`config.mk`:
```
export PLATFORM = sky130hd
export DESIGN_NAME = hazard_detection_unit
export DESIGN_NICKNAME = d
export VERILOG_FILES = /design/src/rtl/hazard_pkg.sv /design/src/rtl/hazard_perf_counter.sv /design/src/rtl/hazard_detection_unit.sv
export SDC_FILE = /design/constraint.sdc
export NUM_CORES = 1
export LEC_CHECK = 0
export BUFFER_PORTS_ARGS = -buffer_cell sky130_fd_sc_hd__buf_2
export CORE_AREA = 2 2 39 41
export DETAILED_ROUTE_END_ITERATION = 12
export DIE_AREA = 0 0 41 43
export SLEW_MARGIN = 5
export SYNTH_ARGS = -nofsm -noshare
export SYNTH_HDL_FRONTEND = slang
export SYNTH_HIERARCHICAL = 1
export SYNTH_SLANG_ARGS = --single-unit
export TNS_END_PERCENT = 10
```
`constraint.sdc`:
```
create_clock -name clk -period 3 [get_ports clk]
set_input_delay 0.3 -clock clk [delete_from_list [all_inputs] [get_ports clk]]
set_output_delay 0.3 -clock clk [all_outputs]
set_load 0.01 [all_outputs]
```
`src/rtl/hazard_pkg.sv`:
```
// Shared types for the ID-stage hazard detection unit: FSM states and hazard classes.
// Combinational content only; no latency, no backpressure.
package hazard_pkg;

    typedef enum logic {
        IDLE = 1'b0,
        HOLD = 1'b1
    } state_t;

    // Hazard classes: H3 (load feeding a branch) is the only one needing two stall cycles.
    typedef enum logic [2:0] {
        NONE = 3'd0,
        H1   = 3'd1,
        H2   = 3'd2,
        H3   = 3'd3,
        H4   = 3'd4
    } hazard_class_t;

    localparam int REG_ZERO = 0;

endpackage

```
`src/rtl/hazard_perf_counter.sv`:
```
// Event counter that wraps modulo 2^CNT_W; used for stall/flush statistics.
// Count visible one cycle after inc; no backpressure.
module hazard_perf_counter #(
    parameter int CNT_W = 32
) (
    input  logic             clk,
    input  logic             rst,
    input  logic             inc,
    output logic [CNT_W-1:0] cnt
);

    always_ff @(posedge clk or posedge rst) begin
        if (rst)
            cnt <= '0;
        else if (inc)
            cnt <= cnt + 1'b1;
    end

endmodule

```
`src/rtl/hazard_detection_unit.sv`:
```
// Load-use / ALU-to-branch / load-to-branch stall and branch-flush control for a 5-stage MIPS pipeline (optional counters: HAZARD_PERF_CNT_EN).
// Mealy: stall/flush asserted in the same cycle the hazard is seen; H3 holds one extra cycle; stall overrides flush.
module hazard_detection_unit
    import hazard_pkg::*;
#(
    parameter int REG_AW = 5
`ifdef HAZARD_PERF_CNT_EN
  , parameter int CNT_W  = 32
`endif
) (
    input  logic              clk,
    input  logic              rst,
    input  logic [REG_AW-1:0] id_rs,
    input  logic [REG_AW-1:0] id_rt,
    input  logic              id_use_rs,
    input  logic              id_use_rt,
    input  logic              id_is_branch,
    input  logic              branch_taken,
    input  logic              idex_mem_read,
    input  logic              idex_reg_write,
    input  logic [REG_AW-1:0] idex_rd,
    input  logic              exmem_mem_read,
    input  logic [REG_AW-1:0] exmem_rd,
    output logic              pc_write,
    output logic              if_id_write,
    output logic              id_ex_bubble,
    output logic              if_id_flush,
    output logic              stall
`ifdef HAZARD_PERF_CNT_EN
  , output logic [CNT_W-1:0]  stall_cnt,
    output logic [CNT_W-1:0]  flush_cnt
`endif
);

    state_t        state;
    hazard_class_t hz_class;
    logic          dep_ex;
    logic          dep_mem;

    function automatic logic dep(input logic use_x,
                                 input logic [REG_AW-1:0] x,
                                 input logic [REG_AW-1:0] r);
        return use_x && (x == r) && (r != REG_AW'(REG_ZERO));
    endfunction

    assign dep_ex  = dep(id_use_rs, id_rs, idex_rd)  || dep(id_use_rt, id_rt, idex_rd);
    assign dep_mem = dep(id_use_rs, id_rs, exmem_rd) || dep(id_use_rt, id_rt, exmem_rd);

    always_comb begin
        hz_class = NONE;
        if (id_is_branch && idex_mem_read && dep_ex)
            hz_class = H3;
        else if (idex_mem_read && dep_ex)
            hz_class = H1;
        else if (id_is_branch && idex_reg_write && !idex_mem_read && dep_ex)
            hz_class = H2;
        else if (id_is_branch && exmem_mem_read && dep_mem)
            hz_class = H4;
    end

    always_ff @(posedge clk or posedge rst) begin
        if (rst)
            state <= IDLE;
        else if (state == IDLE && hz_class == H3)
            state <= HOLD;
        else
            state <= IDLE;
    end

    // Reset gates the Mealy path so a reset during HOLD releases the pipeline at once.
    assign stall        = !rst && ((state == HOLD) || (hz_class != NONE));
    assign pc_write     = !stall;
    assign if_id_write  = !stall;
    assign id_ex_bubble = stall;
    assign if_id_flush  = !rst && id_is_branch && branch_taken && !stall;

    always_ff @(posedge clk) begin
        if (!rst)
            assert (!(if_id_flush && id_ex_bubble))
                else $error("flush and bubble asserted together");
    end

`ifdef HAZARD_PERF_CNT_EN
    hazard_perf_counter #(.CNT_W(CNT_W)) u_stall_cnt (
        .clk (clk),
        .rst (rst),
        .inc (stall),
        .cnt (stall_cnt)
    );

    hazard_perf_counter #(.CNT_W(CNT_W)) u_flush_cnt (
        .clk (clk),
        .rst (rst),
        .inc (if_id_flush),
        .cnt (flush_cnt)
    );
`endif

endmodule

```
Word-level counts from Yosys, hierarchy flattened. Cells that the tools add are included.

Flip-flop bits (word level): 1. Bits in latches: 0. Memory bits (writable): 0. ROM bits: 0. Input bits: 29. Output and inout bits: 5. Word-level logic and storage cells: 42. Memories kept: 0.

Add/subtract/negate cells: 0. $mul: 0. Divide/modulo/power cells: 0. Order comparisons: 0. Eq/ne operators: 5. Shifts and indexed selects: 0. Mux-type cells: 5. Bitwise logic cells: 1. Reduce and logical (&&, ||, !) cells: 30.

Operator list (count): $logic_and 1x1->1 (21); $eq 5x5->1 (4); $mux 3 (4); $reduce_bool 5->1 (2); $eq 3x2->1 const B (1); $logic_not 1->1 (3); $logic_or 1x1->1 (3); $reduce_bool 3->1 (1); $mux 1 (1); $not 1->1 (1).

Depth between registers and ports, before layout. Gate-level depths: netlist of the first run.

Depth after elaboration: 14. Depth in mapped cells: 6.

Worst setup path after synthesis of the first run. OpenSTA, ideal clock, no wires.

Path kind: in2out. Start point: input port exmem_rd[1]. End point: output port pc_write. Arrival: 1.712 ns. Data required time: 2.700 ns. Path slack: 0.988 ns. Cell stages on the path: 5. Buffers on the path: 1. Path through: or4_4 o211ai_2 a21oi_2 a221oi_1 buf_4.

Cells in the longest elaborated chain, start to end: 13. Elaborated cells on any way between the ends: 17.

Ends and longest elaborated chain: from (decl) (line hazard_detection_unit.sv:23) `input logic [REG_AW-1:0] exmem_rd,`; $eq 5x5->1 (line hazard_detection_unit.sv:43) `return use_x && (x == r) && (r != REG_AW'(REG_ZERO));`; $logic_and 1x1->1 (2 in series) (line hazard_detection_unit.sv:43); $logic_or 1x1->1 * (line hazard_detection_unit.sv:47) `assign dep_mem = dep(id_use_rs, id_rs, exmem_rd) || dep(id_use_rt, id_rt, exmem_rd);`; $logic_and 1x1->1 * (line hazard_detection_unit.sv:57) `else if (id_is_branch && exmem_mem_read && dep_mem)`; $mux 3 * (line hazard_detection_unit.sv:57); $mux 3 * (line hazard_detection_unit.sv:55) `else if (id_is_branch && idex_reg_write && !idex_mem_read && dep_ex)`; $mux 3 * (line hazard_detection_unit.sv:53) `else if (idex_mem_read && dep_ex)`; $mux 3 * (line hazard_detection_unit.sv:51) `if (id_is_branch && idex_mem_read && dep_ex)`; $reduce_bool 3->1 * (line hazard_detection_unit.sv:71) `assign stall = !rst && ((state == HOLD) || (hz_class != NONE));`; $logic_or 1x1->1 * (line hazard_detection_unit.sv:71); $logic_and 1x1->1 * (line hazard_detection_unit.sv:71); $logic_not 1->1 *; to (decl) (line hazard_detection_unit.sv:24) `output logic pc_write,`.

Mark *: on every way between the ends. The rest lies on a longest branch, timed or not.

Final worst setup path of the first run.
Start point: input port exmem_rd[1]. End point: output port pc_write.

Cells in the longest elaborated chain, start to end: 13. Elaborated cells on any way between the ends: 17.

Ends and longest elaborated chain: $eq 5x5->1 (line hazard_detection_unit.sv:43); $logic_and 1x1->1 (2 in series) (line hazard_detection_unit.sv:43); $logic_or 1x1->1 * (line hazard_detection_unit.sv:47); $logic_and 1x1->1 * (line hazard_detection_unit.sv:57); $mux 3 * (line hazard_detection_unit.sv:57); $mux 3 * (line hazard_detection_unit.sv:55); $mux 3 * (line hazard_detection_unit.sv:53); $mux 3 * (line hazard_detection_unit.sv:51); $reduce_bool 3->1 * (line hazard_detection_unit.sv:71); $logic_or 1x1->1 * (line hazard_detection_unit.sv:71); $logic_and 1x1->1 * (line hazard_detection_unit.sv:71); $logic_not 1->1 * (line hazard_detection_unit.sv:72) `assign pc_write = !stall;`.

Marks and branches as above.

==> results of run 1 <==
-- metal layers --
metal	routed length (um)	up-vias	track usage, %
met1	439	195	19.1
met2	527	8	21.9
met4	0	0	0
li1	-	231	-
met5	0	-	0
met3	47	0	0
-- worst paths after layout --
| check | endpoint | slack, ns | cells past startpoint |
|---|---|---|---|
| worst max-delay path | pc_write | 1.02 | 6 |
| worst min-delay path | state | 0.18 | 2 |
| worst max register to register | state | 2.26 | 2 |
| worst min register to register | state | 0.60 | 2 |
| max in group asynchronous | state | 2.68 | 2 |
| min in group clk | state | 0.57 | 2 |
-- cell usage in the layout, fill, tap and decap left out --
cell	instances
and2_1	1
a21oi_1	1
xnor2_1	4
buf_2	33
a221o_1	1
or4_1	1
a221oi_1	1
inv_1	1
nor2_1	1
nand3_1	5
a21o_1	1
dfrtp_1	1
and3_1	1
a211oi_1	1
nor4_1	4
a21oi_2	1
nor2b_1	2
o211ai_2	1
xor2_1	16
or4_4	1
-- power groups by stage --
| stage | Combinational [W] | Sequential [W] | Clock, W |
|---|---|---|---|
| 2_1_floorplan | 0.0000293 | 0.0000139 | 0 |
| 3_3_place_gp | 0.0000620 | 0.0000139 | 0 |
| 5_1_grt | 0.0000698 | 0.0000139 | 0 |
| 6_report | 0.0000621 | 0.0000139 | 0 |
| 3_5_place_dp | 0.0000626 | 0.0000139 | 0 |
| 4_1_cts | 0.0000628 | 0.0000139 | 0 |
-- metrics by stage --
step                cell area [um2]  worst slack [ns]
floorplan                       377             0.988
global placement                547              1.02
detailed placement              547              1.00
CTS                             547              1.00
global route                    547             0.903
finish                          547              1.02
-- area by class of cell --
class / instances / area (um2) / area share, %
inverter: 1 / 3.75 / 0.686
tap: 16 / 20.0 / 3.66
multi-input combinational: 43 / 333 / 60.9
timing repair buffer: 33 / 165 / 30.2
sequential: 1 / 25.0 / 4.58
-- logic make-up (layout without fill, tap and decap cells) --
kind of cell	Yosys count	count (layout)
DFF	1	1
and+or+nand+nor	16	16
buffers and inverters	3	34
AOI/OAI and AO/OA	7	7
xor gates and xnor gates	20	20
==> metrics.txt, run 1 <==
via/cell ratio 4.62; Clock Power Share 0%; antenna-violating nets left 0; non-filler cells, final 94; per-cell routed wire length approximately 11 um; vias in the first global route 411; max reg flops 1; register with the highest flop count state; synthesized instance count 47; Synth cell types 20; antenna fix cells 0; sw frac 40.1%; Required @ worst endpoint 2.70 ns; ys async rst share 100%; port bufs 33; Hold WC Path Type input port to async pin; Area Growth Syn to Fin 45.2%; outcome complete, no violations; core area 0.00138 mm2; post-synthesis adder-cell area fraction 0%; synthesis-stage register bit count 1; Relative slew margins 81.1%; Setup CP Type input port to primary output; cell mode on critical path buf_2; clock transition at the registers of the reported paths 0 ns; CTS Hold Bufs 0; Peak Freq 0.505 GHz; total negative slack 0 ns; endpoints failing setup 0; crit-path max FO 3; Post-Synth Simple-Gate Area 25.9%; Post-DP HPWL 964 um; Buf/Inv on CP 2; synthesized area 377 um2; io pins 34; gr usage total a little over an eighth; Clock Skew 0 ns; EDFF count, synth 0; Final period util 65.9%; routed vias 434; Overflow after GRT 0; die height 43 um; wire length of the first global-routing pass 1710 um; RSZ-0062 raised after global routing false; Flop pwr share a little under a fifth; Crit path max-delay family compound AO/OA/AOI/OAI gates; Yosys warning total 6; crit path DAT 1.68 ns; Psw 0.0000305 W; slowest cell delay on critical path ~0.53 ns; DR iter-0 viols 0; # Post-CTS Setup Buffers 0; GPL Wtd Cong 0.817; Final Hold Fails 0; worst-path cell chain buf_2, or4_4, o211ai_2, a21oi_2, a221oi_1, buf_2; Site Rows 14; Post-Route WL 1010 um; Die Wd roughly 41 um; Residual DRC 0; post-layout util 39.5%; Pleak 0.268 nW; area leader, netlist xor2_1; Tmin final 1.98 ns; max-cap viol count 0; Synth top area share 37.2%; top-count cell post-synth xor2_1; Seq/Total Area, Yosys between 6 and 7%; Tot Pwr 0.0000760 W; max-slew violation count 0; largest net degree at the start of global routing 6; Worst Setup Start Kind input port; biggest regs state (1); DR pass1 iterations 1; Area contributors post-synth xor2_1 37%, xnor2_1 9.3%, dfrtp_1 6.6%; initial antenna violation count 0; mux cell area share after synthesis 0%; Critical R2R Launch state; die area 0.00176 mm2; Cell Pwr Density 139 mW/mm2; Slew @ Worst Pin 0.284 ns; Filler cells between 150 and 200; Worst Setup SP exmem_rd[1]; post-layout net count 109; layout cell share with drive strength beyond 1 46.2%; syn nets 76; xor/xnor share of the synthesized area 46.5%; clock latency on the worst-skew pair 0 ns; worst vdd ir just under 60 uV; PostCTS Resize Cnt 0; largest family of logic cells by synthesized area XOR/XNOR gates; Placed Cells 94; compound-gate portion of the synthesized area 15.9%; commonest cells in the synthesized netlist 16 x xor2_1, 5 x nand3_1, 4 x nor4_1, 4 x xnor2_1; Int Power ~0.000045 W; slowest CP cell or4_4; syn_area_per_cell 8.01 um2; Comb power frac approximately 82%; Initial Utilization 27.2%; predominant post-synthesis flop cell dfrtp_1; worst hold slack ~0.18 ns; element type at the critical path end primary output
Note: power is estimated with default switching activity, not from simulation.
==> inputs of run 2 (changes only) <==
--- a/config.mk
+++ b/config.mk
@@ -9,6 +9,7 @@
 export CORE_AREA = 2 2 39 41
 export DETAILED_ROUTE_END_ITERATION = 12
 export DIE_AREA = 0 0 41 43
+export PLACE_DENSITY = 0.66
 export SLEW_MARGIN = 5
 export SYNTH_ARGS = -nofsm -noshare
 export SYNTH_HDL_FRONTEND = slang
==> constraint.sdc (replaced) <==
create_clock -name clk -period 1.59 [get_ports clk]
set_input_delay 0.159 -clock clk [delete_from_list [all_inputs] [get_ports clk]]
set_output_delay 0.159 -clock clk [all_outputs]
set_load 0.01 [all_outputs]
==> run 2 against run 1 <==
Against the previous run: the flow now finishes with violations (setup timing); sequential power up 89%; via count up 6.2%; flip-flop and latch count unchanged; hold slack worse by 0.13 ns; routed wire length up 5.6%; clock skew unchanged; global-route usage up 1.1 points; register-to-register slack worse by 1.4 ns; die area unchanged; core utilization up 5.0 points; largest cell class unchanged; largest power group unchanged.
==> metrics.txt, run 2 (synthesized netlist as in run 1, its figures left out) <==
slowest cell delay on critical path 0.52 ns; Comb power frac 83.3%; Residual DRC 0; Crit path max-delay family compound AO/OA/AOI/OAI gates; element type at the critical path end primary output; crit path DAT 1.47 ns; Post-DP HPWL between 900 and 1000 um; Clock Skew 0 ns; commonest non-fill, non-tap cell in the layout buf_2; Die Wd between 40 and 50 um; initial antenna violation count 0; per-cell routed wire length 10.9 um; Peak Freq 0.615 GHz; clock transition at the registers of the reported paths 0 ns; routed vias 461; clock latency on the worst-skew pair 0 ns; slowest CP cell or4_4; total negative slack -0.106 ns; die height 43 um; Required @ worst endpoint 1.43 ns; sw frac 39.5%; Tmin final ~1.6 ns; Setup CP Type input port to primary output; gr usage total 14.1%; RSZ-0062 raised after global routing true; worst hold slack 0.0554 ns; wire length of the first global-routing pass about 1800 um; Buf/Inv on CP 2; Pleak 0.296 nW; crit-path max FO 3; register with the highest flop count state; antenna fix cells 0; via/cell ratio ~4.7; Tot Pwr 0.000158 W; Final Hold Fails 0; Post-Route WL 1070 um; Overflow after GRT 0; CTS Hold Bufs 0; placed cell area 583 um2; Flop pwr share 16.7%; DR iter-0 viols 4; commonest non-fill, non-tap cells in the layout 31 x buf_2, 16 x xor2_1, 5 x nand3_1; port bufs 33; failing checks setup timing; Final period util 102%; Worst Slack Setup Final -0.0373 ns; DR pass1 iterations 4; Area Growth Syn to Fin 63.5%; Slew @ Worst Pin 0.260 ns; worst-path cell chain buf_6, or4_4, o211ai_2, a21oi_2, a221o_1, buf_2; Site Rows 14; max-slew violation count 0; antenna-violating nets left 0; Int Power 0.0000955 W; max-cap viol count 0; vias in the first global route 458; layout cell share with drive strength beyond 1 53.7%; core area between 0.001 and 0.0015 mm2; R2R setup slack 0.84 ns; Cell Pwr Density ~260 mW/mm2; post-layout util 44.5%; worst vdd ir 92.0 uV; io pins 34; outcome finished with violations; Psw 0.0000623 W; largest net degree at the start of global routing 6; max reg flops 1; Clock Power Share 0%; Worst Setup Start Kind input port; die area 0.00176 mm2; biggest regs state (1); post-layout net count approximately 110; Hold WC Path Type input port to async pin; post-route cell area about 600 um2; Initial Utilization 27.2%; GPL Wtd Cong 0.764; endpoints failing setup 5; Relative slew margins 82.5%
==> run 2: cell types whose count changed in the layout (fill, tap and decap cells not counted) <==
cell	before	now
a221oi_2	0	1
buf_2	33	31
nor2_2	0	1
nor4_1	4	3
buf_4	0	4
nor4_2	0	1
a21oi_1	1	0
a21oi_4	0	1
buf_6	0	2
a221oi_1	1	0
nor2_1	1	0
==> run 2: worst paths after layout <==
kind                               start      endpoint  cells past startpoint
max                          exmem_rd[2]  id_ex_bubble                      6
min                                  rst         state                      2
max reg2reg                        state         state                      2
min reg2reg                        state         state                      2
max in group asynchronous            rst         state                      2
min in group clk           idex_mem_read         state                      2
==> run 2: area by class of cell <==
type	count	area, um2
inverter	1	3.75
timing repair buffer	37	208
multi-input combinational	43	359
sequential	1	25.0
tap	16	20.0
fill	150	768
==> run 2: power by group through the flow <==
| stage | sequential, W | combinational (W) | clock [W] |
|---|---|---|---|
| floorplan | 0.0000262 | 0.0000562 | 0 |
| global placement | 0.0000263 | 0.000124 | 0 |
| detailed placement | 0.0000263 | 0.000126 | 0 |
| CTS | 0.0000263 | 0.000128 | 0 |
| global route | 0.0000263 | 0.000146 | 0 |
| finish | 0.0000263 | 0.000131 | 0 |
==> run 2: what timing repair did <==
item / CTS / global route
gates resized for setup: 4 / 3
buffers inserted: 0 / 1
endpoints found under the setup margin: 4 / 5
pin swaps: 5 / 7
endpoints found under the hold margin: 0 / 0
==> run 2: through the flow <==
stage | setup slack [ns] | instances
CTS | -0.0725 | 97
detailed placement | -0.100 | 98
global route | -0.0827 | 98
floorplan | -0.000286 | 47
finish | -0.0373 | 98
global placement | -0.105 | 98
==> run 2: routing by layer <==
layer	up-vias	global-route usage, %	wire length (um)
met5	-	0	0
met4	0	0	0
met3	0	0	76
met2	16	23.4	538
met1	203	21.0	457
li1	242	-	-
==> inputs of run 3 (changes only) <==
--- a/config.mk
+++ b/config.mk
@@ -5,14 +5,14 @@
 export SDC_FILE = /design/constraint.sdc
 export NUM_CORES = 1
 export LEC_CHECK = 0
+export ABC_AREA = 1
 export BUFFER_PORTS_ARGS = -buffer_cell sky130_fd_sc_hd__buf_2
-export CORE_AREA = 2 2 39 41
+export CORE_MARGIN = 2
+export CORE_UTILIZATION = 36
 export DETAILED_ROUTE_END_ITERATION = 12
-export DIE_AREA = 0 0 41 43
-export PLACE_DENSITY = 0.66
+export PLACE_DENSITY = 0.73
 export SLEW_MARGIN = 5
 export SYNTH_ARGS = -nofsm -noshare
 export SYNTH_HDL_FRONTEND = slang
-export SYNTH_HIERARCHICAL = 1
 export SYNTH_SLANG_ARGS = --single-unit
 export TNS_END_PERCENT = 10
==> run 3 against run 2 <==
Against the previous run: the flow now finishes without violations; maximum frequency rose by 25%; cell count rose by 71%; setup slack improved by 0.32 ns; critical path type unchanged.
==> metrics.txt, run 3 <==
outcome complete, no violations; element type at the critical path end primary output; gr usage total 18.3%; commonest non-fill, non-tap cells in the layout 58 x nand2_1, 33 x buf_2, 20 x inv_1, 20 x nor2_1, 10 x nand3_1; vias in the first global route 712; Pleak 0.500 nW; non-filler cells, final approximately 170; Yosys warning total 0; Slew @ Worst Pin 0.214 ns; Initial Utilization 39.1%; Worst Setup Start Kind input port; top-count cell post-synth nand2_1; FF-to-FF path depth 3; synthesized instance count 122; antenna-violating nets left 0; Peak Freq ~0.77 GHz; post-layout net count approximately 180; antenna fix cells 0; Setup CP Type input port to primary output; Post-DP HPWL 1320 um; layout cell share with drive strength beyond 1 26.1%; CTS Hold Bufs 0; syn_area_per_cell 4.23 um2; synthesized area roughly 520 um2; GPL Wtd Cong 0.840; PostCTS Resize Cnt 0; Flop pwr share between 10% and 20%; Tot Pwr ~0.00017 W; # Post-CTS Setup Buffers 0; Post-Route WL 1480 um; RSZ-0062 raised after global routing false; Die Wd 41.8 um; sw frac 49.7%; io pins 34; port bufs 33; Synth cell types 13; ys async rst share 100%; Final period util 82.1%; wire length of the first global-routing pass 2710 um; area leader, netlist nand2_1; via/cell ratio ~4.7; Psw 0.0000866 W; biggest regs state (1); die area 0.00175 mm2; clock transition at the registers of the reported paths 0 ns; EDFF count, synth 0; Residual DRC 0; synthesis-stage register bit count 1; initial antenna violation count 0; Clock Power Share 0%; post-layout util 51.9%; largest net degree at the start of global routing 6; predominant post-synthesis flop cell dfrtp_1; Site Rows 13; Relative slew margins a little under nine tenths; worst hold slack ~0.030 ns; max reg flops 1; Required @ worst endpoint 1.43 ns; crit-path max FO 3; Area Growth Syn to Fin 32.8%; Hold WC Path Type input port to async pin; Int Power 0.0000876 W; Cell Pwr Density 255 mW/mm2; Final Hold Fails 0; Filler cells ~160; crit path DAT around 1.2 ns; commonest cells in the synthesized netlist 58 x nand2_1, 20 x inv_1, 20 x nor2_1, 10 x nand3_1, 3 x inv_2; die height 41.8 um; per-cell routed wire length 8.82 um; max-slew violation count 0; Synth top area share 42.2%; Comb power frac 84.9%; Clock Skew 0 ns; worst vdd ir 132 uV; register with the highest flop count state; Seq/Total Area, Yosys 4.85%; Placed Cells 168; max-cap viol count 0; Tmin final approximately 1.3 ns; syn nets around 150; commonest non-fill, non-tap cell in the layout nand2_1; DR iter-0 viols 34; total negative slack 0 ns; endpoints failing setup 0; core area 0.00132 mm2; routed vias between 700 and 800; Overflow after GRT 0; Area contributors post-synth nand2_1 42%, inv_1 15%, nor2_1 15%; clock latency on the worst-skew pair 0 ns; DR pass1 iterations 4
run 3: changes by cell type in the layout (fill, tap and decap cells not counted), moves of 5 or more:
cell | previous run | this run
nand2_1 | 0 | 58
nor2_1 | 0 | 20
inv_1 | 1 | 20
xor2_1 | 16 | 0
nand3_1 | 5 | 10
run 3: cell families (layout without fill, tap and decap cells):
group,Yosys count,count (layout),share of synthesized area (%)
and+or+nand+nor,94,94,73.5
AOI/OAI and AO/OA,2,2,1.94
DFF,1,1,4.85
buffers and inverters,25,56,19.7
run 3: worst paths after layout:
| check | startpoint | slack [ns] | endpoint |
|---|---|---|---|
| worst min register to register | state | 0.52 | state |
| min in group clk | idex_mem_read | 0.42 | state |
| worst max-delay path | id_rs[0] | 0.28 | stall |
| max in group asynchronous | rst | 1.44 | state |
| worst min-delay path | rst | 0.03 | state |
| worst max register to register | state | 0.89 | state |
run 3: power groups by stage:
stage | logic, W | registers, W | clock network [W]
5_1_grt | 0.000172 | 0.0000264 | 0
3_5_place_dp | 0.000147 | 0.0000263 | 0
2_1_floorplan | 0.0000814 | 0.0000263 | 0
3_3_place_gp | 0.000144 | 0.0000263 | 0
4_1_cts | 0.000147 | 0.0000263 | 0
6_report | 0.000148 | 0.0000263 | 0
run 3: cell type report:
type / count / area, um2 / share of cell area [%]
multi-input combinational: 96 / 389 / 56.9
inverter: 23 / 86.3 / 12.6
tap: 15 / 18.8 / 2.74
sequential: 1 / 25.0 / 3.66
timing repair buffer: 33 / 165 / 24.1
run 3: per-stage QoR:
| step | setup slack, ns | area [um2] |
|---|---|---|
| finish | 0.284 | 684 |
| detailed placement | 0.313 | 684 |
| global placement | 0.327 | 684 |
| floorplan | 0.398 | 515 |
| global route | 0.132 | 684 |
| CTS | 0.307 | 684 |
run 3: critical path: stages:
cell and delay [ns]:
buf_2 0.10, inv_1 0.08, nor2_1 0.05, nor2_1 0.14, nand3_1 0.12, nand2_2 0.08, nand2_2 0.06, nor2_2 0.07
nor2_1 0.04, nor2_1 0.10, buf_2 0.14
run 3: routing by layer:
| metal | track usage, % | part of all wire (%) | wire, um |
|---|---|---|---|
| met1 | 25.4 | 46 | 688 |
| met2 | 33.4 | 47 | 692 |
| met3 | 0 | 6.8 | 101 |
| met4 | 0 | 0 | 0 |
| met5 | 0 | 0 | 0 |
